**src/rtl/multicycle_controller.sv**
```systemverilog
// Main control FSM for the multicycle RV32I core: sequences fetch/decode/execute/memory/writeback.
// Optional retire/cycle counters are built when MC_PERF_CNT_EN is defined.
module multicycle_controller #(
   parameter int MEM_TIMEOUT = 0,
   parameter int CNT_W       = 32
) (
   input  logic       clk,
   input  logic       rst,
   input  logic [6:0] op,
   input  logic [2:0] funct3,
   input  logic       zero,
   input  logic       mem_ready,
   output logic       pc_write,
   output logic       adr_src,
   output logic       mem_write,
   output logic       ir_write,
   output logic [1:0] imm_src,
   output logic [1:0] alu_src_a,
   output logic [1:0] alu_src_b,
   output logic [1:0] alu_op,
   output logic [1:0] result_src,
   output logic       reg_write,
   output logic       fault
`ifdef MC_PERF_CNT_EN
   ,
   output logic [CNT_W-1:0] retired_cnt,
   output logic [CNT_W-1:0] cycle_cnt
`endif
);

   localparam logic [6:0] OP_LW  = 7'b0000011;
   localparam logic [6:0] OP_SW  = 7'b0100011;
   localparam logic [6:0] OP_R   = 7'b0110011;
   localparam logic [6:0] OP_I   = 7'b0010011;
   localparam logic [6:0] OP_BR  = 7'b1100011;
   localparam logic [6:0] OP_JAL = 7'b1101111;

   localparam int WD_W = (MEM_TIMEOUT > 1) ? $clog2(MEM_TIMEOUT) : 1;
   localparam logic [WD_W-1:0] WD_LAST = WD_W'((MEM_TIMEOUT > 0) ? MEM_TIMEOUT - 1 : 0);

   typedef enum logic [3:0] {
      S_FETCH, S_DECODE, S_MEMADR, S_MEMRD, S_MEMWB, S_MEMWR,
      S_EXECR, S_EXECI, S_ALUWB, S_BRANCH, S_JAL, S_FAULT
   } state_e;

   state_e          state_q, state_d;
   logic [WD_W-1:0] wd_q, wd_d;
   logic            wait_st;
   logic            wd_expire;
   logic            br_valid;

   always_ff @(posedge clk) begin
      if (rst) begin
         state_q <= S_FETCH;
         wd_q    <= '0;
      end else begin
         state_q <= state_d;
         wd_q    <= wd_d;
      end
   end

   always_comb begin
      wait_st   = (state_q == S_FETCH) || (state_q == S_MEMRD) || (state_q == S_MEMWR);
      wd_expire = (MEM_TIMEOUT > 0) && wait_st && !mem_ready && (wd_q == WD_LAST);
      br_valid  = (funct3[2:1] == 2'b00);
      state_d   = state_q;
      case (state_q)
         S_FETCH:  if (mem_ready) state_d = S_DECODE;
         S_DECODE: begin
            case (op)
               OP_LW, OP_SW: state_d = S_MEMADR;
               OP_R:         state_d = S_EXECR;
               OP_I:         state_d = S_EXECI;
               OP_BR:        state_d = S_BRANCH;
               OP_JAL:       state_d = S_JAL;
               default:      state_d = S_FAULT;
            endcase
         end
         S_MEMADR: state_d = (op == OP_SW) ? S_MEMWR : S_MEMRD;
         S_MEMRD:  if (mem_ready) state_d = S_MEMWB;
         S_MEMWB:  state_d = S_FETCH;
         S_MEMWR:  if (mem_ready) state_d = S_FETCH;
         S_EXECR,
         S_EXECI:  state_d = S_ALUWB;
         S_ALUWB:  state_d = S_FETCH;
         S_BRANCH: state_d = br_valid ? S_FETCH : S_FAULT;
         S_JAL:    state_d = S_FETCH;
         default:  state_d = S_FAULT;
      endcase
      // A late mem_ready still wins because expiry requires mem_ready low.
      if (wd_expire) state_d = S_FAULT;

      wd_d = wd_q;
      if (MEM_TIMEOUT == 0 || state_d != state_q) wd_d = '0;
      else if (wait_st && !mem_ready) wd_d = wd_q + 1'b1;
   end

   always_comb begin
      pc_write   = 1'b0;
      adr_src    = 1'b0;
      mem_write  = 1'b0;
      ir_write   = 1'b0;
      imm_src    = 2'b00;
      alu_src_a  = 2'b00;
      alu_src_b  = 2'b00;
      alu_op     = 2'b00;
      result_src = 2'b00;
      reg_write  = 1'b0;
      fault      = (state_q == S_FAULT);
      case (state_q)
         S_FETCH: begin
            alu_src_b  = 2'b10;
            result_src = 2'b10;
            ir_write   = mem_ready;
            pc_write   = mem_ready;
         end
         S_DECODE: begin
            alu_src_a = 2'b01;
            alu_src_b = 2'b01;
            imm_src   = 2'b10;
         end
         S_MEMADR: begin
            alu_src_a = 2'b10;
            alu_src_b = 2'b01;
            imm_src   = (op == OP_SW) ? 2'b01 : 2'b00;
         end
         S_MEMRD:  adr_src = 1'b1;
         S_MEMWB: begin
            result_src = 2'b01;
            reg_write  = 1'b1;
         end
         S_MEMWR: begin
            adr_src   = 1'b1;
            mem_write = 1'b1;
         end
         S_EXECR: begin
            alu_src_a = 2'b10;
            alu_op    = 2'b10;
         end
         S_EXECI: begin
            alu_src_a = 2'b10;
            alu_src_b = 2'b01;
            alu_op    = 2'b10;
         end
         S_ALUWB:  reg_write = 1'b1;
         S_BRANCH: begin
            alu_src_a = 2'b10;
            alu_op    = 2'b01;
            pc_write  = br_valid && (zero ^ funct3[0]);
         end
         S_JAL: begin
            alu_src_a = 2'b01;
            alu_src_b = 2'b10;
            imm_src   = 2'b11;
            pc_write  = 1'b1;
            reg_write = 1'b1;
         end
         default: ;
      endcase
      if (rst) begin
         pc_write   = 1'b0;
         adr_src    = 1'b0;
         mem_write  = 1'b0;
         ir_write   = 1'b0;
         reg_write  = 1'b0;
         imm_src    = 2'b00;
         alu_src_a  = 2'b00;
         alu_src_b  = 2'b10;
         alu_op     = 2'b00;
         result_src = 2'b10;
      end
   end

`ifdef MC_PERF_CNT_EN
   logic [CNT_W-1:0] retired_q, cycle_q;
   logic             retire;

   always_comb begin
      retire = (state_d == S_FETCH) &&
               ((state_q == S_MEMWB) || (state_q == S_MEMWR) || (state_q == S_ALUWB) ||
                (state_q == S_BRANCH) || (state_q == S_JAL));
   end

   always_ff @(posedge clk) begin
      if (rst) begin
         retired_q <= '0;
         cycle_q   <= '0;
      end else begin
         cycle_q <= cycle_q + CNT_W'(1);
         if (retire) retired_q <= retired_q + CNT_W'(1);
      end
   end

   assign retired_cnt = retired_q;
   assign cycle_cnt   = cycle_q;
`endif

endmodule

```
**config.mk**
```make
export PLATFORM = sky130hd
export DESIGN_NAME = multicycle_controller
export DESIGN_NICKNAME = d
export VERILOG_FILES = /design/src/rtl/multicycle_controller.sv
export SDC_FILE = /design/constraint.sdc
export NUM_CORES = 1
export LEC_CHECK = 0
export ABC_AREA = 1
export CORE_MARGIN = 1.5
export CORE_UTILIZATION = 41
export DETAILED_ROUTE_END_ITERATION = 7
export PLACE_DENSITY = 0.84
export SETUP_SLACK_MARGIN = 0.4
export SLEW_MARGIN = 20
export SYNTH_ARGS = -nofsm -noshare
export SYNTH_HDL_FRONTEND = slang
export SYNTH_SLANG_ARGS = --single-unit
```
**constraint.sdc**
```tcl
create_clock -name clk -period 2 [get_ports clk]
set_input_delay 0.4 -clock clk [delete_from_list [all_inputs] [get_ports clk]]
set_output_delay 0.4 -clock clk [all_outputs]
set_load 0.005 [all_outputs]
```
==> results.txt, run 1 <==
The count of port buffers added during placement came out at 29. The worst setup timing slack at the placement stage is -0.242 ns. The first error in the log reads "[ERROR DPL-0033] detailed placement checks failed during check placement". Ranked by total cell area, the synthesized netlist is headed by sky130_fd_sc_hd__nand2_1, sky130_fd_sc_hd__dfxtp_1, sky130_fd_sc_hd__nor2_1.

The number of warnings reported in the yosys synthesis log came out at 0. The starting density of the core is 0.436. In this run, synthesis inferred 0 flip-flops with an integrated enable. The half-perimeter wire length after placement is about 1500 microns.

The clock tree root buffer cell is sky130_fd_sc_hd__clkbuf_4. The number of antenna violations at the first check in global routing is 0. The last reported worst endpoint of the global-route repair pass is pc_write.

By instance count, the leading cell after synthesis is sky130_fd_sc_hd__nand2_1. In the synthesized netlist the dominant register cell turns out to be sky130_fd_sc_hd__dfxtp_1. The commonest cells after synthesis are sky130_fd_sc_hd__nand2_1, sky130_fd_sc_hd__nor2_1, sky130_fd_sc_hd__inv_1, sky130_fd_sc_hd__nand3_1. Progress stopped at global routing. The run stopped with a tool error. The total clock buffers created by CTS came out at 3. Each instance of the synthesized netlist takes up on average about 5 sq um. After synthesis the netlist holds a flip-flop and latch count of 4. The CTS sink count is 4. Synthesis handed over a netlist of 110 instances. The number of cell rows is 13. The clock passes through at most 2 buffers. The floorplan step set the die width to between 30 and 40 microns. The area share of the largest cell type after synthesis is 0.181. In this run the cell area of the synthesized design comes to roughly 560 sq um. At the end of routability-driven placement, the weighted congestion stood at around 0.9. The CTS H-tree depth came out at 1.

After the last repair the worst path ends at a top-level output. The y dimension of the die came out at 40.0 microns. Entering global routing, the biggest net connects 8 pins.

Of all cell types, the one taking the most synthesized area is sky130_fd_sc_hd__nand2_1. After synthesis, the share of flip-flops with an asynchronous set or reset is 0. The number of distinct library cells after synthesis is 18. The number of buffers added to fix hold violations after cts is 0. The post-synthesis sequential area ratio came out at 0.143. The number of I/O pins is 30. The net count after synthesis came out at ~120. The total placed cells including tap cells came out at about 170.
-- per-stage QoR --
step / hold slack, ns / TNS, ns / cell area [sq um]
after floorplan: 0.462 / 0 / 561
after global placement: 0.506 / -0.921 / 952
after detailed placement: 0.505 / -1.07 / 952
after CTS: 0.530 / 0 / 1100
-- cell families after synthesis --
group / after synthesis / synth area share
DFF: 4 / 0.143
xor gates and xnor gates: 1 / 0.0156
buffers and inverters: 21 / 0.154
AOI/OAI and AO/OA: 19 / 0.185
and+or+nand+nor: 65 / 0.502
-- repair_timing --
item                                    4_1_cts
endpoints found under the setup margin       16
pin swaps                                    19
resized for setup                            93
setup buffers                                11
==> run 2, diff against run 1 <==
--- a/config.mk
+++ b/config.mk
@@ -6,11 +6,10 @@
 export NUM_CORES = 1
 export LEC_CHECK = 0
 export ABC_AREA = 1
-export CORE_MARGIN = 1.5
-export CORE_UTILIZATION = 41
+export CORE_AREA = 2 2 63 65
 export DETAILED_ROUTE_END_ITERATION = 7
-export PLACE_DENSITY = 0.84
-export SETUP_SLACK_MARGIN = 0.4
+export DIE_AREA = 0 0 65 67
+export PLACE_DENSITY_LB_ADDON = 0.15
 export SLEW_MARGIN = 20
 export SYNTH_ARGS = -nofsm -noshare
 export SYNTH_HDL_FRONTEND = slang
==> results.txt, run 2 <==
The area share of the largest cell type after synthesis is 0.181 (unchanged). For the final database, setup skew stands at approximately 0.0025 ns. The shortest period the worst path allows is ~1.9 ns.

The power share of the sequential group is 0.145. Compared with the post-synthesis result, the final layout area differs by 108%. STA classifies the critical path endpoint as an output port. The clock tree root buffer cell is sky130_fd_sc_hd__clkbuf_8. Yosys instantiated no cell more often than sky130_fd_sc_hd__nand2_1. The number of I/O pins came out at 30 (unchanged). The post-detailed-route DRC marker count came out at 0. The library cell contributing the largest single delay on the critical path is sky130_fd_sc_hd__clkdlybuf4s50_1. The maximum fanout encountered on the critical timing path is 5. The static leakage is 0.668 nW. The via count is between 800 and 900.

The worst slew margin relative to its limit came out at 0.753. The required time of the critical path came out at around 1.6 ns. Adding up every negative setup slack in the final design gives 0 ns. The run finished with clean final reports. The number of warnings reported in the yosys synthesis log is 0 (unchanged). The number of cell rows came to 22 (+9). The arrival time of the worst setup path came out at 1.52 ns. The largest vdd supply drop is roughly 0.26 mV. The CTS sink count is 4 (unchanged).

The start-to-end type of the worst setup path is flop to output port. The count of buffer and inverter cells on the critical path is 2. Leaving out fill and tap cells, the most frequent cells in the layout are sky130_fd_sc_hd__nand2_1, sky130_fd_sc_hd__buf_4, sky130_fd_sc_hd__nor2_1. The via count of the first global-routing pass is ~800. The number of instances in the synthesized netlist came out at 110 (unchanged). By count the netlist is led by sky130_fd_sc_hd__nand2_1, sky130_fd_sc_hd__nor2_1, sky130_fd_sc_hd__inv_1, sky130_fd_sc_hd__nand3_1. The die span in x came out at 65 microns (+63%). The aggregate global-route resource usage came out at 0.0968. The area fraction in and, or, nand and nor cells after synthesis is 0.502 (unchanged).

The per-cell routed wire length is between 9 and 10 microns. The worst setup timing slack at the placement stage was -0.260 ns (-0.0183 ns). The net switching power of the design came out at between 0.0004 and 0.0005 W. The critical path goes through buf_4, nor2_4, nand2_2, nand3_1, clkdlybuf4s50_1. The fraction of the cycle the final worst path needs came out at 0.959. The initial DRC count is 10. The count of flip-flops with a built-in enable after synthesis came out at 0 (unchanged). The number of pins with negative max-slew slack in the final report came out at 0. The final wirelength is about 2000 microns. The kind of cell with the highest combined delay along the critical path is buffers and inverters. The power per unit of standard cell area came out at 968 nW/um^2.

The worst setup path is launched from a flop. In the final layout, the registers with the most flip-flops are state_q (4). The starting density of the core is 0.155 (-0.281). The number of distinct library cells after synthesis is 18 (unchanged). The count of port buffers added during placement came out at 29 (unchanged). Measured on the finished design, the core utilization comes to 0.323. The share of total power dissipated in the clock network is 0.145. In the final design database the tool counted 179 nets. The weighted congestion at the end of routability-driven global placement came out at 0.784 (-11%). The min-delay analysis places its worst path in the category flop to flop. The total clock buffers created by CTS came out at 3 (unchanged).

The number of buffers added to fix hold violations after cts is 0 (unchanged). The fraction of power spent switching nets came out at 0.430. The flip-flop and latch count after synthesis was 4 (unchanged). The CTS H-tree depth is 1 (unchanged).

The number of buffers on the longest clock path came out at 2 (unchanged). Static timing analysis puts the maximum clock frequency at ~0.52 GHz. The relative contribution of combinational cells to total power is 0.710. The post-synthesis sequential area ratio was 0.143 (unchanged). The proportion of register bits with asynchronous set or reset after synthesis came out at 0 (unchanged).

The maximum single-stage delay on the critical path came out at roughly 0.50 ns. For this run, the leading register cell type out of synthesis is sky130_fd_sc_hd__dfxtp_1. TritonCTS built the clock tree. On the final layout, the worst hold slack is 0.521 ns. The number of flip-flops in the largest register is 4.

The library cell used most frequently in the layout, excluding fill and tap cells, is sky130_fd_sc_hd__nand2_1. The xor/xnor share of the synthesized area is 0.0156 (unchanged). The share of layout cells above drive strength 1 came out at 0.325. After the flow finishes, the layout carries non-filler instances totaling around 210. The mean number of vias per cell is about 4.

The number of antenna diodes in the final layout is 0. In the post-synthesis netlist, the biggest area contributors are sky130_fd_sc_hd__nand2_1, sky130_fd_sc_hd__dfxtp_1, sky130_fd_sc_hd__nor2_1. The number of antenna violations at the first check in global routing came out at 0. Setup violations remaining at the end of the flow were counted as 0. After clock tree synthesis, the clock-pin slew on the worst setup and hold paths is about 0.030 ns. The largest net degree at the start of global routing is 10.

Counting flops per register, the top entry is state_q. The slew at the pin closest to its max-slew limit is roughly 0.37 ns. The first TritonRoute pass finished after 4 iterations. The mean instance size in the synthesized netlist is 5.10 sq um (unchanged). The setup slack after layout is approximately 0.082 ns. The count of endpoints failing hold in the final timing report is 0.

The number of antenna-violating nets in the routed design came out at 0. The first global-routing pass estimated between 3000 and 4000 microns of wire. The post-synthesis cell type with the largest combined area is sky130_fd_sc_hd__nand2_1. The fraction of synthesized area in multiplexers came out at 0 (unchanged). After filler insertion, the fill cell instance count of the layout stands at slightly above 400. The area of the core came out at 3610 sq um. The residual overflow from global routing is 0. The area of the mapped netlist came to 561 sq um (unchanged).

The y dimension of the die was 67 microns (+68%). The full die area is around 4400 sq um. The internal power is 0.000642 W. The post-synthesis adder-cell area fraction was 0 (unchanged). The total of max-cap violations is 0. By area, the combinational part of the netlist is dominated by simple AND/OR/NAND/NOR gates.

The net count after synthesis is 124 (unchanged). The total placed cells including tap cells came to 202 (+22%). Setup repair after global routing left no endpoint under its margin. The complex-gate fraction of the synthesized area was 0.185 (unchanged). The half-perimeter wire length after placement came out at 1660 microns (+14%).

The clock latency at the later pin of the worst-skew pair came out at 0.21 ns.
[run 2: cell counts after synthesis]
No cell type changed its count.
[run 2: path summary, 6_finish.rpt]
kind	startpoint	endpoint	slack [ns]	depth (start not counted)
setup / recovery	state_q[1]	alu_src_b[1]	0.08	5
hold reg to reg	state_q[2]	state_q[2]	0.52	2
setup reg to reg	state_q[1]	state_q[3]	0.60	9
hold / removal	state_q[2]	state_q[2]	0.52	2
[run 2: what timing repair did]
action | 4_1_cts | 5_1_grt
buffers inserted | 5 | 1
resized for setup | 23 | 16
setup endpoints to repair | 15 | 7
pin swaps | 4 | 4
[run 2: layout make-up]
type	instances	area (sq um)	area share
multi-input combinational	85	439	0.377
inverter	19	71.3	0.0612
timing repair buffer	52	464	0.398
sequential	4	88.8	0.0763
tap	48	60.1	0.0516
clock buffer	3	41.3	0.0354
[run 2: stage by stage]
step / power, W / instance area, sq um
finish: 0.00113 / 1160
global route: 0.00124 / 1160
CTS: 0.00110 / 1120
detailed placement: 0.000876 / 1020
global placement: 0.000884 / 1020
floorplan: 0.000545 / 561
[run 2: cell families after synthesis]
logic type                count (synthesis)
xor gates and xnor gates                  1
DFF                                       4
and+or+nand+nor                          65
buffers and inverters                    21
AOI/OAI and AO/OA                        19
[run 2: power by group through the flow]
stage,logic [W],registers [W],clock network [W]
3_3_place_gp,0.000737,0.000146,0
2_1_floorplan,0.000408,0.000137,0
3_5_place_dp,0.000730,0.000146,0
6_report,0.000800,0.000164,0.000163
5_1_grt,0.000888,0.000170,0.000178
4_1_cts,0.000783,0.000152,0.000170
[run 2: worst reg2reg max path: stages (launching register included)]
cell	delay, ns
sky130_fd_sc_hd__dfxtp_4	0.37
sky130_fd_sc_hd__buf_4	0.15
sky130_fd_sc_hd__inv_1	0.04
sky130_fd_sc_hd__nand2_1	0.06
sky130_fd_sc_hd__nor2_2	0.05
sky130_fd_sc_hd__buf_4	0.13
sky130_fd_sc_hd__o21ai_0	0.15
sky130_fd_sc_hd__nand3_1	0.14
sky130_fd_sc_hd__a21oi_1	0.15
sky130_fd_sc_hd__nor2_1	0.05
[run 2: metal layers]
layer  wire length, microns  vias up  track usage
met2                    988       26        0.179
li1                       -      451            -
met4                      0        0       0.0160
met3                    106        0       0.0203
met5                      0        -            0
met1                    936      355        0.116
No activity file was read; power rests on OpenSTA's default activity.
==> variant 1 (flow settings as in run 2) <==
Re-encode `state_e` (12 states) as one-hot, 12 bits wide.
--- a/src/rtl/multicycle_controller.sv
+++ b/src/rtl/multicycle_controller.sv
@@ -38,9 +38,9 @@
    localparam int WD_W = (MEM_TIMEOUT > 1) ? $clog2(MEM_TIMEOUT) : 1;
    localparam logic [WD_W-1:0] WD_LAST = WD_W'((MEM_TIMEOUT > 0) ? MEM_TIMEOUT - 1 : 0);
 
-   typedef enum logic [3:0] {
-      S_FETCH, S_DECODE, S_MEMADR, S_MEMRD, S_MEMWB, S_MEMWR,
-      S_EXECR, S_EXECI, S_ALUWB, S_BRANCH, S_JAL, S_FAULT
+   typedef enum logic [11:0] {
+      S_FETCH = 12'b000000000001, S_DECODE = 12'b000000000010, S_MEMADR = 12'b000000000100, S_MEMRD = 12'b000000001000, S_MEMWB = 12'b000000010000, S_MEMWR = 12'b000000100000,
+      S_EXECR = 12'b000001000000, S_EXECI = 12'b000010000000, S_ALUWB = 12'b000100000000, S_BRANCH = 12'b001000000000, S_JAL = 12'b010000000000, S_FAULT = 12'b100000000000
    } state_e;
 
    state_e          state_q, state_d;
Function: no difference found for any inputs over 10 cycles, from zero or initial values and one cycle with rst high; not proved beyond that.
==> variant 1 against run 2 <==
  * The flow now finishes with violations (negative setup slack)
  * Final area increased by 78%
  * Worst hold slack improved by 90 ps
  * Register-to-register slack got worse by 550 ps
  * Power decreased by 23%
  * Synthesized cell count increased by 49%
  * Worst setup slack got worse by 120 ps
  * Maximum frequency decreased by 6.0%
  * Highest routed layer is now met4
  * Area after synthesis increased by 86%
  * Non-clock buffer count increased by 46
  * Routed wire length increased by 77%
  * Largest cell class is now multi-input combinational cells
  * Critical path depth increased by 5
  * Sequential cell count increased by 8
==> variant 1: results (changes against run 2) <==
Status: complete, but fails checks
Failing checks: negative setup slack
Cell Area, Placed: 1690 um2 (+65%)
TritonRoute pass-1 iters: 4 (unchanged)
Warnings, synthesis: 0 (unchanged)
Nets: 278 (+55%)
Placer Congestion: 0.778 (-0.73%)
Slowest-stage cell, CP: dfxtp_2
Clock transition at path regs: 50 ps (+20 ps)
Top delay family on crit path: simple AND/OR/NAND/NOR gates
Sequential area share after synthesis: 0.230 (+0.0874)
Clock Path Buffers: 2 (unchanged)
Clock skew: 0.993 ps (-1.53 ps)
Fraction of layout cells with a size suffix above 1: 0.573 (+0.247)
Synth cell types: 26 (+8)
Top cells by area, synth: dfxtp_1 23%, nand2_1 12%, inv_1 9.4%
Top flop regs: state_q (12)
Final worst slack: -40.2 ps (-123 ps)
Post-DR vias/cell: 4.49 (+14%)
Hold depth: 4 (+2)
Filler cells: 356 (-14%)
Static Leak: 0.00111 uW (+66%)
Antenna Cells: 0 (unchanged)
Total track usage: 0.172 (+0.0753)
Htree depth: 1 (unchanged)
Net Count, Synth: 178 (+44%)
Clock latency on the worst-skew pair: 240 ps (+30 ps)
Tmin final: 2040 ps (+123 ps)
Setup TNS Final: -43.0 ps (-43.0 ps)
Crit path max fanout: 2 (-3)
Peak supply drop: 163 uV (-38%)
R2r setup slk: 50 ps (-550 ps)
Hold Crit Class: input port to register
WL per Instance: 11.6 um (+20%)
Worst Tran Pin Value: 330 ps (-37.2 ps)
Final Setup Violations: 2 (+2)
Initial DRC Count: 57 (+47)
Vias in the first global route: 1391 (+76%)
Largest net degree at the start of global routing: 13 (+3)
Sw Share: 0.327 (-0.104)
Worst-case reg-to-reg path depth: 16 (+7)
Post-DP HPWL: 2.53 mm (+52%)
Port Buffers: 29 (unchanged)
Post-synth ARST share: 0 (unchanged)
CTS Root Cell: clkbuf_8
Hold slack: 611 ps (+90.1 ps)
Critical Path AT: 1640 ps (+120 ps)
Post-synth top cells: 32 x nand2_1, 26 x inv_1, 24 x nor2_1
Crit-path max cell delay: 330 ps (-170 ps)
Num CTS Buffers: 3 (unchanged)
Initial antenna violation count: 0 (unchanged)
First-pass GRT wire length: 5.75 mm (+74%)
-- variant 1: cell types whose count changed after synthesis, sizes merged, moves of 2 or more --
| cell | change |
|---|---|
| nor2 | +9 |
| dfxtp | +8 |
| clkinv | +2 |
| o21ai | -6 |
| nand4 | +3 |
| inv | +9 |
| nand2 | +15 |
| nor3 | +11 |
| nand3 | +2 |
-- variant 1: final cells by class --
cell class,count,area (um2),area share
multi-input cells,119,813,0.393
repair buffers,98,786,0.379
flip-flops and latches,12,254,0.123
inverters,30,118,0.0568
well taps,48,60.1,0.0290
clock buffers,3,41.3,0.0199
-- variant 1: stage by stage --
stage	worst slack, ps	std cells
floorplan	374	164
global placement	-583	276
detailed placement	-713	276
CTS	-155	304
global route	-131	310
finish	-40.2	310
-- variant 1: logic make-up after synthesis --
kind of cell | after synthesis | share of synthesized area
buf+inv | 33 | 0.125
compound gates | 12 | 0.0612
xor+xnor | 1 | 0.00839
flops | 12 | 0.230
simple gates | 106 | 0.576
-- variant 1: worst paths after layout --
kind / startpoint / endpoint
max: state_q[4] / pc_write
min reg2reg: state_q[0] / state_q[0]
max reg2reg: state_q[4] / state_q[5]
min: op[5] / state_q[6]
-- variant 1: per-layer routing --
metal  GRT usage  up-vias  routed length (um)
met3     0.00676        6                  79
met4      0.0718        0                  71
met5           0        -                   0
li1            -      714                   -
met2       0.353       23                1970
met1       0.180      649                1480
-- variant 1: power by group through the flow --
stage,registers [uW],clock network [uW],logic [uW]
finish,262,211,398
global route,262,222,432
CTS,258,215,359
detailed placement,262,0,330
global placement,262,0,325
floorplan,264,0,165
-- variant 1: what timing repair did --
item	CTS	global route
endpoints found under the setup margin	16	12
cloned	0	0
resized for setup	59	61
pin swaps	17	24
setup buffers	25	9
hold buffers	0	0
==> variant 2 (config.mk and constraints of run 2) <==
Made on the original files. Put a register stage on the output `fault`. The value now appears one clock later. The other outputs are not delayed to match.
--- a/src/rtl/multicycle_controller.sv
+++ b/src/rtl/multicycle_controller.sv
@@ -43,6 +43,8 @@
       S_EXECR, S_EXECI, S_ALUWB, S_BRANCH, S_JAL, S_FAULT
    } state_e;
 
+   logic fault_d;
+
    state_e          state_q, state_d;
    logic [WD_W-1:0] wd_q, wd_d;
    logic            wait_st;
@@ -106,7 +108,7 @@
       alu_op     = 2'b00;
       result_src = 2'b00;
       reg_write  = 1'b0;
-      fault      = (state_q == S_FAULT);
+      fault_d    = (state_q == S_FAULT);
       case (state_q)
          S_FETCH: begin
             alu_src_b  = 2'b10;
@@ -195,5 +197,9 @@
    assign cycle_cnt   = cycle_q;
 `endif
 
+   always_ff @(posedge clk) begin
+      fault <= fault_d;
+   end
+
 endmodule
 
Formal check against the unedited RTL: not equivalent (a bounded check fails within 4 cycles, from zero or initial values and one cycle with rst high).
==> variant 2 against run 2 <==
  * Synthesized cell count rose by 0.91%
  * Non-clock buffer count shrank 3
  * Worst setup slack improved by 34 ps
  * Clock skew increased by 0.91 ps
  * Worst hold slack got worse by 9.5 ps
  * Power up 10%
  * Routed wire length grew 2.0%
  * Sequential cell count increased by 1
  * Combinational power grew 7.0%
  * Final area is 3.1% higher
  * Area after synthesis is 3.6% higher
  * Largest cell class is now multi-input combinational cells
  * Highest routed layer is now met4
==> variant 2: results (changes against run 2) <==
Largest net degree at the start of global routing: 9 (-1)
Met2 Usage GRT: 0.166 (-0.0129)
Top flop regs: state_q (4), fault (1)
Post-synth top cells: 27 x nand2_1, 19 x nor2_1, 17 x inv_1
Initial antenna violation count: 0 (unchanged)
Post-DP HPWL: 1.65 mm (-0.40%)
Net Count, Synth: 125 (+0.81%)
Placer Congestion: 0.865 (+10%)
Worst Tran Pin Value: 344 ps (-23.0 ps)
Nets: 177 (-1.1%)
Vias in the first global route: 838 (+5.8%)
R2r setup slk: 630 ps (+30 ps)
Crit-path max cell delay: 470 ps (-30 ps)
Synth cell types: 18 (unchanged)
Crit path max fanout: 1 (-4)
Slowest-stage cell, CP: clkdlybuf4s50_1
Static Leak: 0.000659 uW (-1.3%)
Hold Crit Class: register to register
Num CTS Buffers: 3 (unchanged)
Clock transition at path regs: 40 ps
Clock skew: 3.44 ps (+0.912 ps)
Met3 usage in global routing: 0.0152 (-0.00507)
Hold slack: 511 ps (-9.51 ps)
Initial DRC Count: 16 (+6)
Sequential area share after synthesis: 0.172 (+0.0296)
Filler cells: 405 (-1.7%)
Main synth FF type: dfxtp_1
Peak supply drop: 396 uV (+51%)
Post-DR vias/cell: 3.89 (-1.5%)
Met1 Track Usage GR: 0.128 (+0.0119)
Final hold vios: 0 (unchanged)
Antenna Cells: 0 (unchanged)
Clock Path Buffers: 2 (unchanged)
Fraction of layout cells with a size suffix above 1: 0.358 (+0.0329)
Warnings, synthesis: 0 (unchanged)
Htree depth: 1 (unchanged)
Total track usage: 0.101 (+0.00423)
TritonRoute pass-1 iters: 4 (unchanged)
First-pass GRT wire length: 3.43 mm (+3.8%)
Clock latency on the worst-skew pair: 220 ps
PwrDens: 1040 nW/um2 (+7.0%)
Post-synth ARST share: 0 (unchanged)
CTS Root Cell: clkbuf_8
Top cells by area, synth: nand2_1 17%, dfxtp_1 17%, nor2_1 12%
WL per Instance: 9.86 um (+2.5%)
Port Buffers: 29 (unchanged)
Status: complete, no violations
Cell Area, Placed: 1040 um2 (+1.2%)
## variant 2: changes by cell type after synthesis, sizes merged
| cell | run 2 | this run |
|---|---|---|
| dfxtp | 4 | 5 |
## variant 2: worst paths after layout
path,startpoint,to,cells past startpoint
max reg2reg,state_q[3],state_q[1],9
min,state_q[0],fault,2
max,zero,pc_write,5
min reg2reg,state_q[0],fault,2
## variant 2: layout make-up
class / count / area share
inverters: 19 / 0.0615
repair buffers: 49 / 0.368
flip-flops and latches: 5 / 0.0917
clock buffers: 4 / 0.0375
well taps: 48 / 0.0500
multi-input cells: 85 / 0.392
## variant 2: per-layer routing
metal  part of all wire  up-vias
met1               0.49      353
met4             0.0072        0
met2               0.48       11
li1                   -      450
met3              0.020        2
met5                  0        -
## variant 2: timing repair
item | 4_1_cts | 5_1_grt
pin swaps | 5 | 6
resized for setup | 33 | 17
hold endpoints to repair | 0 | 0
endpoints found under the setup margin | 14 | 7
setup buffers | 3 | 1
## variant 2: cells by family after synthesis
family,count (synthesis),share of synthesized area
compound gates,19,0.179
xor+xnor,1,0.0151
buf+inv,21,0.149
flops,5,0.172
simple gates,65,0.485
## variant 2: per-stage QoR
stage | total power [uW] | cells | setup slack [ps]
finish | 1240 | 210 | 117
global route | 1360 | 210 | 32.7
CTS | 1210 | 209 | -5.27
detailed placement | 892 | 202 | -306
global placement | 902 | 202 | -303
floorplan | 566 | 111 | 681
## variant 2: worst max-delay path, delay by kind of cell
kind	cells	cell delay [ps]
and+or+nand+nor	1	90
xor gates and xnor gates	1	150
buffers and inverters	2	720
AOI/OAI and AO/OA	1	130
## variant 2: report_power, final
group	internal, uW	switching [uW]	total [uW]
registers	143	55.9	199
logic	415	441	856
clock network	137	51.7	189
total	695	549	1240
